$ cat src/rtl/mux_scan_nto1.sv
// N-to-1 channel multiplexer with a registered valid/ready output port.
// Direct mode reads one addressed channel; scan mode walks every channel enabled in a mask.
module mux_scan_nto1 #(
    parameter int N     = 8,
    parameter int W     = 8,
    parameter int SEL_W = $clog2(N)
) (
    input  logic                 clock,
    input  logic                 reset,
    input  logic [N*W-1:0]       io_in,
    input  logic [SEL_W-1:0]     io_sel,
    input  logic                 io_mode,
    input  logic [N-1:0]         io_mask,
    input  logic                 io_start,
    output logic [W-1:0]         io_out,
    output logic [SEL_W-1:0]     io_out_ch,
    output logic                 io_out_valid,
    input  logic                 io_out_ready,
    output logic                 io_busy,
    output logic                 io_done,
    output logic                 io_err
);

    typedef enum logic [0:0] {
        IDLE = 1'b0,
        HOLD = 1'b1
    } state_t;

    localparam logic [SEL_W:0] N_LIM = (SEL_W+1)'(N);

    state_t           state_r;
    logic [W-1:0]     out_r;
    logic [SEL_W-1:0] out_ch_r;
    logic             valid_r;
    logic             done_r;
    logic             err_r;
    logic             mode_r;
    logic [N-1:0]     mask_r;

    logic [N-1:0]     above_s;
    logic [SEL_W:0]   first_s;
    logic [SEL_W:0]   next_s;
    logic             sel_ok_s;

    // Priority encoder: {found, index of lowest set bit}.
    function automatic logic [SEL_W:0] lowest_set(input logic [N-1:0] m);
        logic [SEL_W:0] r;
        r = '0;
        for (int k = N - 1; k >= 0; k--) begin
            if (m[k]) begin
                r = {1'b1, SEL_W'(k)};
            end
        end
        return r;
    endfunction

    function automatic logic [W-1:0] pick(input logic [N*W-1:0] bus, input logic [SEL_W-1:0] idx);
        logic [W-1:0] r;
        r = '0;
        for (int k = 0; k < N; k++) begin
            if (SEL_W'(k) == idx) begin
                r = bus[k*W +: W];
            end
        end
        return r;
    endfunction

    // Candidate channels strictly above the one currently presented.
    always_comb begin
        above_s = '0;
        for (int k = 0; k < N; k++) begin
            above_s[k] = mask_r[k] & (SEL_W'(k) > out_ch_r);
        end
    end

    // Start-of-scan and next-in-scan searches plus direct-select range check.
    always_comb begin
        first_s  = lowest_set(io_mask);
        next_s   = lowest_set(above_s);
        sel_ok_s = ({1'b0, io_sel} < N_LIM);
    end

    // Control FSM and output registers.
    always_ff @(posedge clock) begin
        if (!reset) begin
            state_r  <= IDLE;
            out_r    <= '0;
            out_ch_r <= '0;
            valid_r  <= 1'b0;
            done_r   <= 1'b0;
            err_r    <= 1'b0;
            mode_r   <= 1'b0;
            mask_r   <= '0;
        end else begin
            done_r <= 1'b0;
            err_r  <= 1'b0;
            case (state_r)
                IDLE: begin
                    if (io_start) begin
                        mode_r <= io_mode;
                        if (!io_mode) begin
                            if (sel_ok_s) begin
                                out_r    <= pick(io_in, io_sel);
                                out_ch_r <= io_sel;
                                valid_r  <= 1'b1;
                                state_r  <= HOLD;
                            end else begin
                                err_r  <= 1'b1;
                                done_r <= 1'b1;
                            end
                        end else begin
                            mask_r <= io_mask;
                            if (first_s[SEL_W]) begin
                                out_r    <= pick(io_in, first_s[SEL_W-1:0]);
                                out_ch_r <= first_s[SEL_W-1:0];
                                valid_r  <= 1'b1;
                                state_r  <= HOLD;
                            end else begin
                                done_r <= 1'b1;
                            end
                        end
                    end else begin
                        state_r <= IDLE;
                    end
                end
                HOLD: begin
                    // The word is held untouched until the consumer takes it.
                    if (valid_r && io_out_ready) begin
                        if (mode_r && next_s[SEL_W]) begin
                            out_r    <= pick(io_in, next_s[SEL_W-1:0]);
                            out_ch_r <= next_s[SEL_W-1:0];
                        end else begin
                            valid_r <= 1'b0;
                            done_r  <= 1'b1;
                            state_r <= IDLE;
                        end
                    end else begin
                        state_r <= HOLD;
                    end
                end
                default: begin
                    valid_r <= 1'b0;
                    state_r <= IDLE;
                end
            endcase
        end
    end

    assign io_out       = out_r;
    assign io_out_ch    = out_ch_r;
    assign io_out_valid = valid_r;
    assign io_busy      = (state_r == HOLD);
    assign io_done      = done_r;
    assign io_err       = err_r;

endmodule

$ cat config.mk
export PLATFORM = sky130hd
export DESIGN_NAME = mux_scan_nto1
export DESIGN_NICKNAME = d
export VERILOG_FILES = /design/src/rtl/mux_scan_nto1.sv
export SDC_FILE = /design/constraint.sdc
export NUM_CORES = 1
export LEC_CHECK = 0
export BUFFER_PORTS_ARGS = -buffer_cell sky130_fd_sc_hd__buf_2
export CAP_MARGIN = 20
export CORE_ASPECT_RATIO = 0.9
export CORE_MARGIN = 1
export CORE_UTILIZATION = 41
export CTS_CLUSTER_SIZE = 10
export DETAILED_ROUTE_END_ITERATION = 8
export PLACE_DENSITY = 0.78
export RECOVER_POWER = 25
export SYNTH_ARGS = -nofsm -noshare
export SYNTH_HDL_FRONTEND = slang
export SYNTH_SLANG_ARGS = --single-unit
$ cat constraint.sdc
create_clock -name clock -period 2.3 [get_ports clock]
set_input_delay 0.46 -clock clock [delete_from_list [all_inputs] [get_ports clock]]
set_output_delay 0.46 -clock clock [all_outputs]
set_load 0.02 [all_outputs]
## Word level (Yosys, flattened, before mapping)

Index checks and enable logic that the tools add are counted.

- Output and inout bits: 15
- Bits of input ports: 80
- Register bits after elaboration: 23

- $lt $le $gt $ge: 8
- Muxes and demuxes: 70
- Reductions and logical operators: 9
- Eq/ne operators: 26
- Bitwise logic cells: 9

Operators by type and width:

| operator | number |
|---|---|
| two-way mux 8 bit | 29 |
| two-way mux 4 bit | 16 |
| == test 3 bit, first input constant | 12 |
| == test 2 x 3 -> 1 bit, first input constant | 6 |
| one-hot mux 8 bit (2 select lines) | 1 |
| two-way mux 1 bit | 15 |
| two-way mux 3 bit | 5 |
| > comparator 3 bit, first input constant | 4 |
| == test 1 x 3 -> 1 bit, first input constant | 3 |
| zero test 3 bit | 3 |
| AND 1 bit | 8 |
| AND reduction 4 bit | 2 |
| > comparator 1 x 3 -> 1 bit, first input constant | 2 |
| > comparator 2 x 3 -> 1 bit, first input constant | 2 |
| one-hot mux 1 bit (2 select lines) | 3 |
| one-hot mux 3 bit (2 select lines) | 1 |
| != test 2 x 1 -> 1 bit, second input constant | 2 |
| != test 2 bit, second input constant | 2 |
| != test 3 bit, second input constant | 1 |
| AND reduction 3 bit | 1 |
| logical AND 1 bit | 2 |
| AND reduction 2 bit | 1 |
| inverter 1 bit | 1 |

## Depth between registers and ports, before layout

Gate-level depths: netlist (run 1).

- Word-level depth: 22
- Depth in mapped cells: 10
- Gate-level depth less buffers: 7

## Least setup slack after synthesis (run 1)

Ideal clock, no wire load.

- Path type: input-to-reg
- Start point: input io_mask[6]
- End point: register out_r[1] (netlist: io_out[1])
- Required time: 2168 ps
- Library setup time: 132 ps
- Stages: 8
- Data arrival time: 2200 ps
- Path slack: -32 ps
- Path buffers: 1
- Cells stage by stage: nand2b_1 > a211o_2 > a21oi_2 > buf_6 > mux2_2 > o221a_2 > a221oi_1 > a21oi_1

- Cells in the longest elaborated chain, start to end: 20
- Elaborated cells on any way between the ends: 29

Ends and longest elaborated chain:

| element | line | text |
|---|---|---|
| from (decl) | 13 | `input logic [N-1:0] io_mask,` |
| two-way mux 4 bit (*) (7 in a row) | 50 | `if (m[k]) begin` |
| zero test 3 bit | 61 | `if (SEL_W'(k) == idx) begin` |
| two-way mux 8 bit (8 in a row) | 61 |  |
| two-way mux 8 bit | 113 | `if (first_s[SEL_W]) begin` |
| two-way mux 8 bit | 101 | `if (!io_mode) begin` |
| two-way mux 8 bit | 99 | `if (io_start) begin` |
| one-hot mux 8 bit (2 select lines) | 97 | `case (state_r)` |
| to (signal assigned) | 103 | `out_r <= pick(io_in, io_sel);` |
| to (signal assigned) | 114 | `out_r <= pick(io_in, first_s[SEL_W-1:0]);` |
| to (signal assigned) | 130 | `out_r <= pick(io_in, next_s[SEL_W-1:0]);` |
| to (decl) | 32 | `logic [W-1:0] out_r;` |

Every way passes the cells marked *; elsewhere a longest branch is shown, timed or not. The select of a mux whose other input is x is not followed.
A chain may end at the register's enable or synchronous reset.

## Worst setup path after layout (run 1)

- Start point: register out_ch_r[1] (netlist: io_out_ch[1])
- End point: register out_r[6] (netlist: io_out[6])

- Cells in the longest elaborated chain, start to end: 22
- Elaborated cells on any way between the ends: 46

Ends and longest elaborated chain:

| element | line | text |
|---|---|---|
| from (decl) | 33 | `logic [SEL_W-1:0] out_ch_r;` |
| from (signal assigned) | 104 | `out_ch_r <= io_sel;` |
| from (signal assigned) | 115 | `out_ch_r <= first_s[SEL_W-1:0];` |
| from (signal assigned) | 131 | `out_ch_r <= next_s[SEL_W-1:0];` |
| > comparator 3 bit | 72 | `above_s[k] = mask_r[k] & (SEL_W'(k) > out_ch_r);` |
| AND 1 bit | 72 |  |
| two-way mux 4 bit (7 in a row) | 50 |  |
| two-way mux 4 bit (*) | 50 |  |
| zero test 3 bit | 61 |  |
| two-way mux 8 bit (8 in a row) | 61 |  |
| two-way mux 8 bit | 129 | `if (mode_r && next_s[SEL_W]) begin` |
| two-way mux 8 bit | 128 | `if (valid_r && io_out_ready) begin` |
| one-hot mux 8 bit (2 select lines) | 97 |  |

Marked as above.

==> results of run 1 <==
==> synthesized netlist by cell type (all sizes together), types with 5 or more instances <==
| cell | n |
|---|---|
| mux2i | 28 |
| a22o | 7 |
| a221o | 7 |
| a221oi | 12 |
| nor3 | 8 |
| a21oi | 37 |
| nand3 | 16 |
| clkbuf | 11 |
| nor2 | 23 |
| buf | 22 |
| o211ai | 14 |
| mux2 | 9 |
| nand2 | 34 |
| and3 | 5 |
| nor2b | 8 |
| a31oi | 8 |
| a211o | 5 |
| and2 | 8 |
| mux4 | 5 |
| a22oi | 5 |
| o22ai | 7 |
| nand2b | 9 |
| dfxtp | 22 |
| inv | 10 |
| o21ai | 43 |
| a211oi | 5 |
==> layer usage <==
metal | up-vias | GRT usage
li1 | 1992 | -
met4 | 0 | 0.106
met5 | - | 0
met3 | 43 | 0.0780
met2 | 336 | 0.532
met1 | 2084 | 0.480
==> critical path: stages, from the launching register on <==
cell and delay [ns]:
dfxtp_4 0.40, buf_6 0.12, and2b_2 0.24, buf_4 0.14
o211ai_4 0.22, a221oi_4 0.11, buf_6 0.15, buf_4 0.13
a221o_1 0.28, o22a_1 0.15, a41o_1 0.22
==> placed cells by master, fill, tap and decap left out, drive strengths merged, types with 11 or more instances in the layout <==
| cell | synthesis | routed |
|---|---|---|
| dfxtp | 22 | 22 |
| nor2 | 23 | 23 |
| nand2 | 34 | 34 |
| a21oi | 37 | 37 |
| buf | 22 | 184 |
| o21ai | 43 | 43 |
| a221oi | 12 | 12 |
| o211ai | 14 | 14 |
| nand3 | 16 | 16 |
| mux2i | 28 | 28 |
| clkbuf | 11 | 11 |
==> path summary, 6_finish.rpt <==
| path | from | to | slack [ns] | cells past startpoint |
|---|---|---|---|---|
| worst max-delay path | io_out_ch[1] | io_out[6] | 0.04 | 10 |
| worst min-delay path | mask_r[6] | mask_r[6] | 0.48 | 2 |
| worst min register to register | mask_r[6] | mask_r[6] | 0.48 | 2 |
| worst max register to register | io_out_ch[1] | io_out[6] | 0.04 | 10 |
==> stage by stage <==
| stage | setup WS (ns) | utilization | hold slack [ns] | cell area [um2] |
|---|---|---|---|---|
| floorplan | 0.00650 | - | 0.433 | 3230 |
| global route | -0.0399 | 0.615 | 0.495 | 4640 |
| detailed placement | -0.247 | 0.569 | 0.469 | 4290 |
| global placement | -0.138 | 0.569 | 0.473 | 4290 |
| finish | 0.0408 | 0.615 | 0.481 | 4640 |
| CTS | 0.0116 | 0.586 | 0.482 | 4420 |
==> power by group through the flow <==
stage	combinational, mW	clock, mW	sequential, mW
floorplan	0.549	0	0.472
global placement	1.00	0	0.448
detailed placement	1.01	0	0.449
CTS	1.05	0.394	0.441
global route	1.22	0.410	0.447
finish	1.16	0.391	0.444
==> sequential cells by signal, summed over array words and instances, names as in the netlist <==
signal	cells
io_busy	1
io_done	1
io_out	8
io_out_ch	3
io_out_valid	1
mask_r	7
mode_r	1
==> cell families (layout without fill, tap and decap cells) <==
logic type / count (synthesis) / after routing / synth area share
other cells: 1 / 1 / 0.00117
mux: 42 / 42 / 0.154
compound gates: 188 / 188 / 0.418
buf+inv: 43 / 206 / 0.0707
flops: 22 / 22 / 0.137
simple gates: 129 / 129 / 0.218
==> layout make-up <==
cell class / instances / area [um2]
clock buffer: 3 / 41.3
timing repair buffer: 192 / 1250
tap: 96 / 120
inverter: 10 / 37.5
fill: 699 / 2910
multi-input combinational: 360 / 2710
clock inverter: 1 / 30.0
sequential: 22 / 450
==> timing repair <==
| item | CTS | global route |
|---|---|---|
| endpoints found under the setup margin | 8 | 8 |
| gates resized for setup | 6 | 38 |
| hold endpoints to repair | 0 | 0 |
| buffers inserted | 4 | 10 |
| pin swaps | 1 | 23 |
==> impl_metrics.yaml, run 1 <==
clock_network:
  hold_buffers: 0
  clockBufferDepth: 2
  cts_made_buffers: 3
  root_buffer: "clkbuf_8"
  clk_pin_slew_ns: 0.09
  clock_latency_ns: 0.28
  clkSinkCount: 22
  cts_max_level: 1
  cts_tree: "done"
placement:
  numPortBuffers: 93
  place.gp.congestion: 0.996
  place_inst: 667
  dp_hpwl_um: 11200
yosys:
  syn-cell-area_um2: 3200
  syn_nets: 505
  synth_area_leaders: "dfxtp_1 (14%), mux2i_1 (8.7%), o21ai_0 (5.9%)"
  synth_top_area_share: 0.137
  synth_ff_type: "dfxtp_1"
  synth_cell_types: 72
  ys_ff_latch: 22
  synth_area_per_cell_um2: 7.54
  synthArstFlopShare: 0
  synth_edf_count: 0
  yosysSeqAreaShare: 0.137
  synthCells: 425
  yosysWarningCount: 0
  synth_top_cell_by_area: "dfxtp_1"
timing:
  finClkSkew_ns: 0.00236
  tns_ns: 0
  worst_pin_slew_ns: 0.527
  timing.fmax_mhz: 443
  setup_viol: 0
  hold_viol: 0
  layout_min_cycle_time_ns: 2.26
  slew_violations: 0
  rsz0062_at_grt: "yes"
  fin_crit_sh: 0.982
  max_slew_margin: 0.648
routing:
  highest_layer: "met4"
  routed_via_density: 6.51
  wl_met1_um: 6100
  drc: 0
  wl_met2_um: 6430
  drt-total-wl_um: 14600
  antenna_left: 0
  met3_length_um: 1700
  drt-initial-drc-count: 525
  dr.pass1.iters: 7
  wl_per_cell_um: 21.4
  num_vias: 4455
worst_hold_path:
  hold_path_class: "register to register"
setup_path:
  crit_path_end_kind: "register"
  required_ns: 2.48
  worstPathMaxFanout: 6
  critPathKind: "register to register"
  worstSetupStartpointType: "register"
  cp.arrival_ns: 2.44
status:
  status: "finished clean"
grt:
  grt_start_max_net_pins: 17
  grt.overflow.total: 0
  grt_antenna_before_repair: 0
  grt_pass1_vias: 4146
  grt_usage: 0.347
  grt_pass1_wl_um: 21600
power_and_ir_drop:
  clock_power_share: 0.196
  seq_power_share: 0.222
  swShare: 0.401
  vdd_drop_max_mv: 0.266
  combPwrFrac: 0.582
  power.leakage_nw: 1.97
  netSwitchingPower_uw: 799
  power_density_nw_per_um2: 430
  power_mw: 1.99
  intPower_mw: 1.20
die:
  ios: 95
  die_w_um: 95.2
  rows: 30
  core_area_um2: 7540
  dieArea_um2: 8170
  start_util: 0.425
  die_y_um: 85.9
flow_run:
  cap_violations: 0
cells_and_area:
  final_cells: 684
  area_growth_pct: 44.7
  drive_gt1_frac: 0.425
  diodes: 0
  fin_nets: 669
Power figures use the tool's default switching activity.
==> inputs of run 2 (changes only) <==
--- a/config.mk
+++ b/config.mk
@@ -7,12 +7,14 @@
 export LEC_CHECK = 0
 export BUFFER_PORTS_ARGS = -buffer_cell sky130_fd_sc_hd__buf_2
 export CAP_MARGIN = 20
+export CELL_PAD_IN_SITES_DETAIL_PLACEMENT = 0
+export CELL_PAD_IN_SITES_GLOBAL_PLACEMENT = 1
 export CORE_ASPECT_RATIO = 0.9
 export CORE_MARGIN = 1
-export CORE_UTILIZATION = 41
+export CORE_UTILIZATION = 34
 export CTS_CLUSTER_SIZE = 10
 export DETAILED_ROUTE_END_ITERATION = 8
-export PLACE_DENSITY = 0.78
+export PLACE_DENSITY = 0.88
 export RECOVER_POWER = 25
 export SYNTH_ARGS = -nofsm -noshare
 export SYNTH_HDL_FRONTEND = slang
==> impl_metrics.yaml, run 2 (synthesis results as in run 1) <==
status:
  status: "finished clean"
setup_path:
  crit_path_frequent_cell: "buf_4"
  startpoint: "io_out_ch[1]"
  crit_path_end_kind: "register"
  slowest_stage: "dfxtp_4"
  required_ns: 2.53
  timing.rr.start: "io_out_ch[1]"
  cp.arrival_ns: 2.53
  path_depth: 10
  reg2regPathDepth: 10
  crit_chain: "buf_6 -> and2b_2 -> buf_4 -> o21ai_1 -> nand3_1 -> buf_4 -> or2_2 -> o211ai_1 -> o22a_1 -> a41o_1"
  cpLargestDelayFamily: "simple AND/OR/NAND/NOR gates"
  worstSetupStartpointType: "register"
  critPathCapture: "io_out[6]"
  cp_num_buf_inv: 3
  cpPeakStageDelay_ns: 0.42
  rrSetupSlack_ns: 0.003
  worstPathMaxFanout: 7
  reg2reg_to: "io_out[6]"
  critPathKind: "register to register"
cells_and_area:
  regArea_um2: 452
  fillerInstances: 905
  multiInputGateArea_um2: 2680
  largest_reg_flops: 8
  final_cells: 701
  diodes: 0
  area_growth_pct: 42.3
  fin_nets: 660
  utilization: 0.500
  drive_gt1_frac: 0.402
  layout_commonest_cell: "buf_2"
  final_cell_mix: "buf_2 (86), buf_4 (84), a21oi_1 (36), o21ai_0 (36), nand2_1 (34)"
die:
  die_w_um: 104
  dieArea_um2: 9820
  ios: 95
  die_y_um: 94.1
  rows: 33
  core_area_um2: 9130
  start_util: 0.351
grt:
  grt_start_max_net_pins: 19
  grt_antenna_before_repair: 0
  grt_usage: 0.292
  grt_pass1_vias: 4236
  grt_pass1_wl_um: 22300
  grt.overflow.total: 0
clock_network:
  cts_made_buffers: 3
  clockBufferDepth: 2
  root_buffer: "clkbuf_8"
  clkSinkCount: 22
  clk_pin_slew_ns: 0.11
  clock_latency_ns: 0.29
  hold_buffers: 0
  cts_max_level: 1
  cts_tree: "done"
routing:
  routed_via_density: 6.35
  num_vias: 4453
  drt-total-wl_um: 14700
  dr.pass1.iters: 6
  wl_per_cell_um: 21.0
  drt-initial-drc-count: 372
  antenna_left: 0
  drc: 0
placement:
  pre_cts_ws_ns: -0.240
  dp_hpwl_um: 11200
  place_inst: 687
  numPortBuffers: 93
  place.gp.congestion: 0.969
timing:
  hold_viol: 0
  timing.fmax_mhz: 435
  setup_viol: 0
  rsz0062_at_grt: "yes"
  slew_violations: 0
  setup_ws_ns: 0.00277
  finClkSkew_ns: 0.0148
  fin_crit_sh: 0.999
  layout_min_cycle_time_ns: 2.30
  worst_pin_slew_ns: 0.521
  max_slew_margin: 0.652
worst_hold_path:
  hold_start: "io_mask[6]"
  hold_path_class: "input port to register"
flow_run:
  cap_violations: 0
power_and_ir_drop:
  power_mw: 1.97
  vdd_drop_max_mv: 0.263
  power.leakage_nw: 1.91
  power_density_nw_per_um2: 432
## run 2: cell types whose count changed in the layout (fill, tap and decap cells not counted), sizes merged
cell	change
a31oi	+1
buf	-9
clkbuf	-1
## run 2: how the worst min path moves through the flow
stage / endpoint / slack [ns] / depth (start not counted)
6_report: mask_r[6] / 0.46 / 3
5_1_grt: mask_r[6] / 0.46 / 3
4_1_cts: mask_r[6] / 0.46 / 3
3_5_place_dp: mask_r[6] / 0.46 / 2
3_3_place_gp: mask_r[6] / 0.45 / 2
2_1_floorplan: mask_r[6] / 0.43 / 2
## run 2: final cells by class
class / count / area share
Tap cell: 122 / 0.0335
Sequential cell: 22 / 0.0991
Clock inverter: 1 / 0.00659
Timing Repair Buffer: 182 / 0.257
Clock buffer: 3 / 0.00906
Multi-Input combinational cell: 361 / 0.587
Inverter: 10 / 0.00823
## run 2: power breakdown
group | internal [mW] | leakage, nW | switching (mW)
sequential | 0.413 | 0.184 | 0.0314
combinational | 0.519 | 1.69 | 0.599
clock | 0.233 | 0.0357 | 0.172
total | 1.17 | 1.91 | 0.802
## run 2: layer usage
metal,up-vias,share of wire,GRT usage
met5,-,0,0
met3,79,0.094,0.0485
met2,302,0.44,0.461
met1,2103,0.41,0.375
li1,1969,-,-
met4,0,0.055,0.174
## run 2: repair_timing
action	CTS	global route
gates resized for setup	13	18
setup buffers	3	7
setup endpoints to repair	10	8
pin swaps	3	10
cloned	1	0
endpoints found under the hold margin	0	0
## run 2: tightest hold or removal path, cell delays in order
cell	delay, ns
buf_2	0.12
nand3_1	0.07
a21oi_1	0.05
## run 2: stage by stage
step	hold WS, ns	TNS, ns	area, um2
CTS	0.464	0	4460
floorplan	0.433	0	3230
global placement	0.454	-0.912	4280
global route	0.462	-0.0574	4560
finish	0.463	0	4560
detailed placement	0.461	-1.24	4280
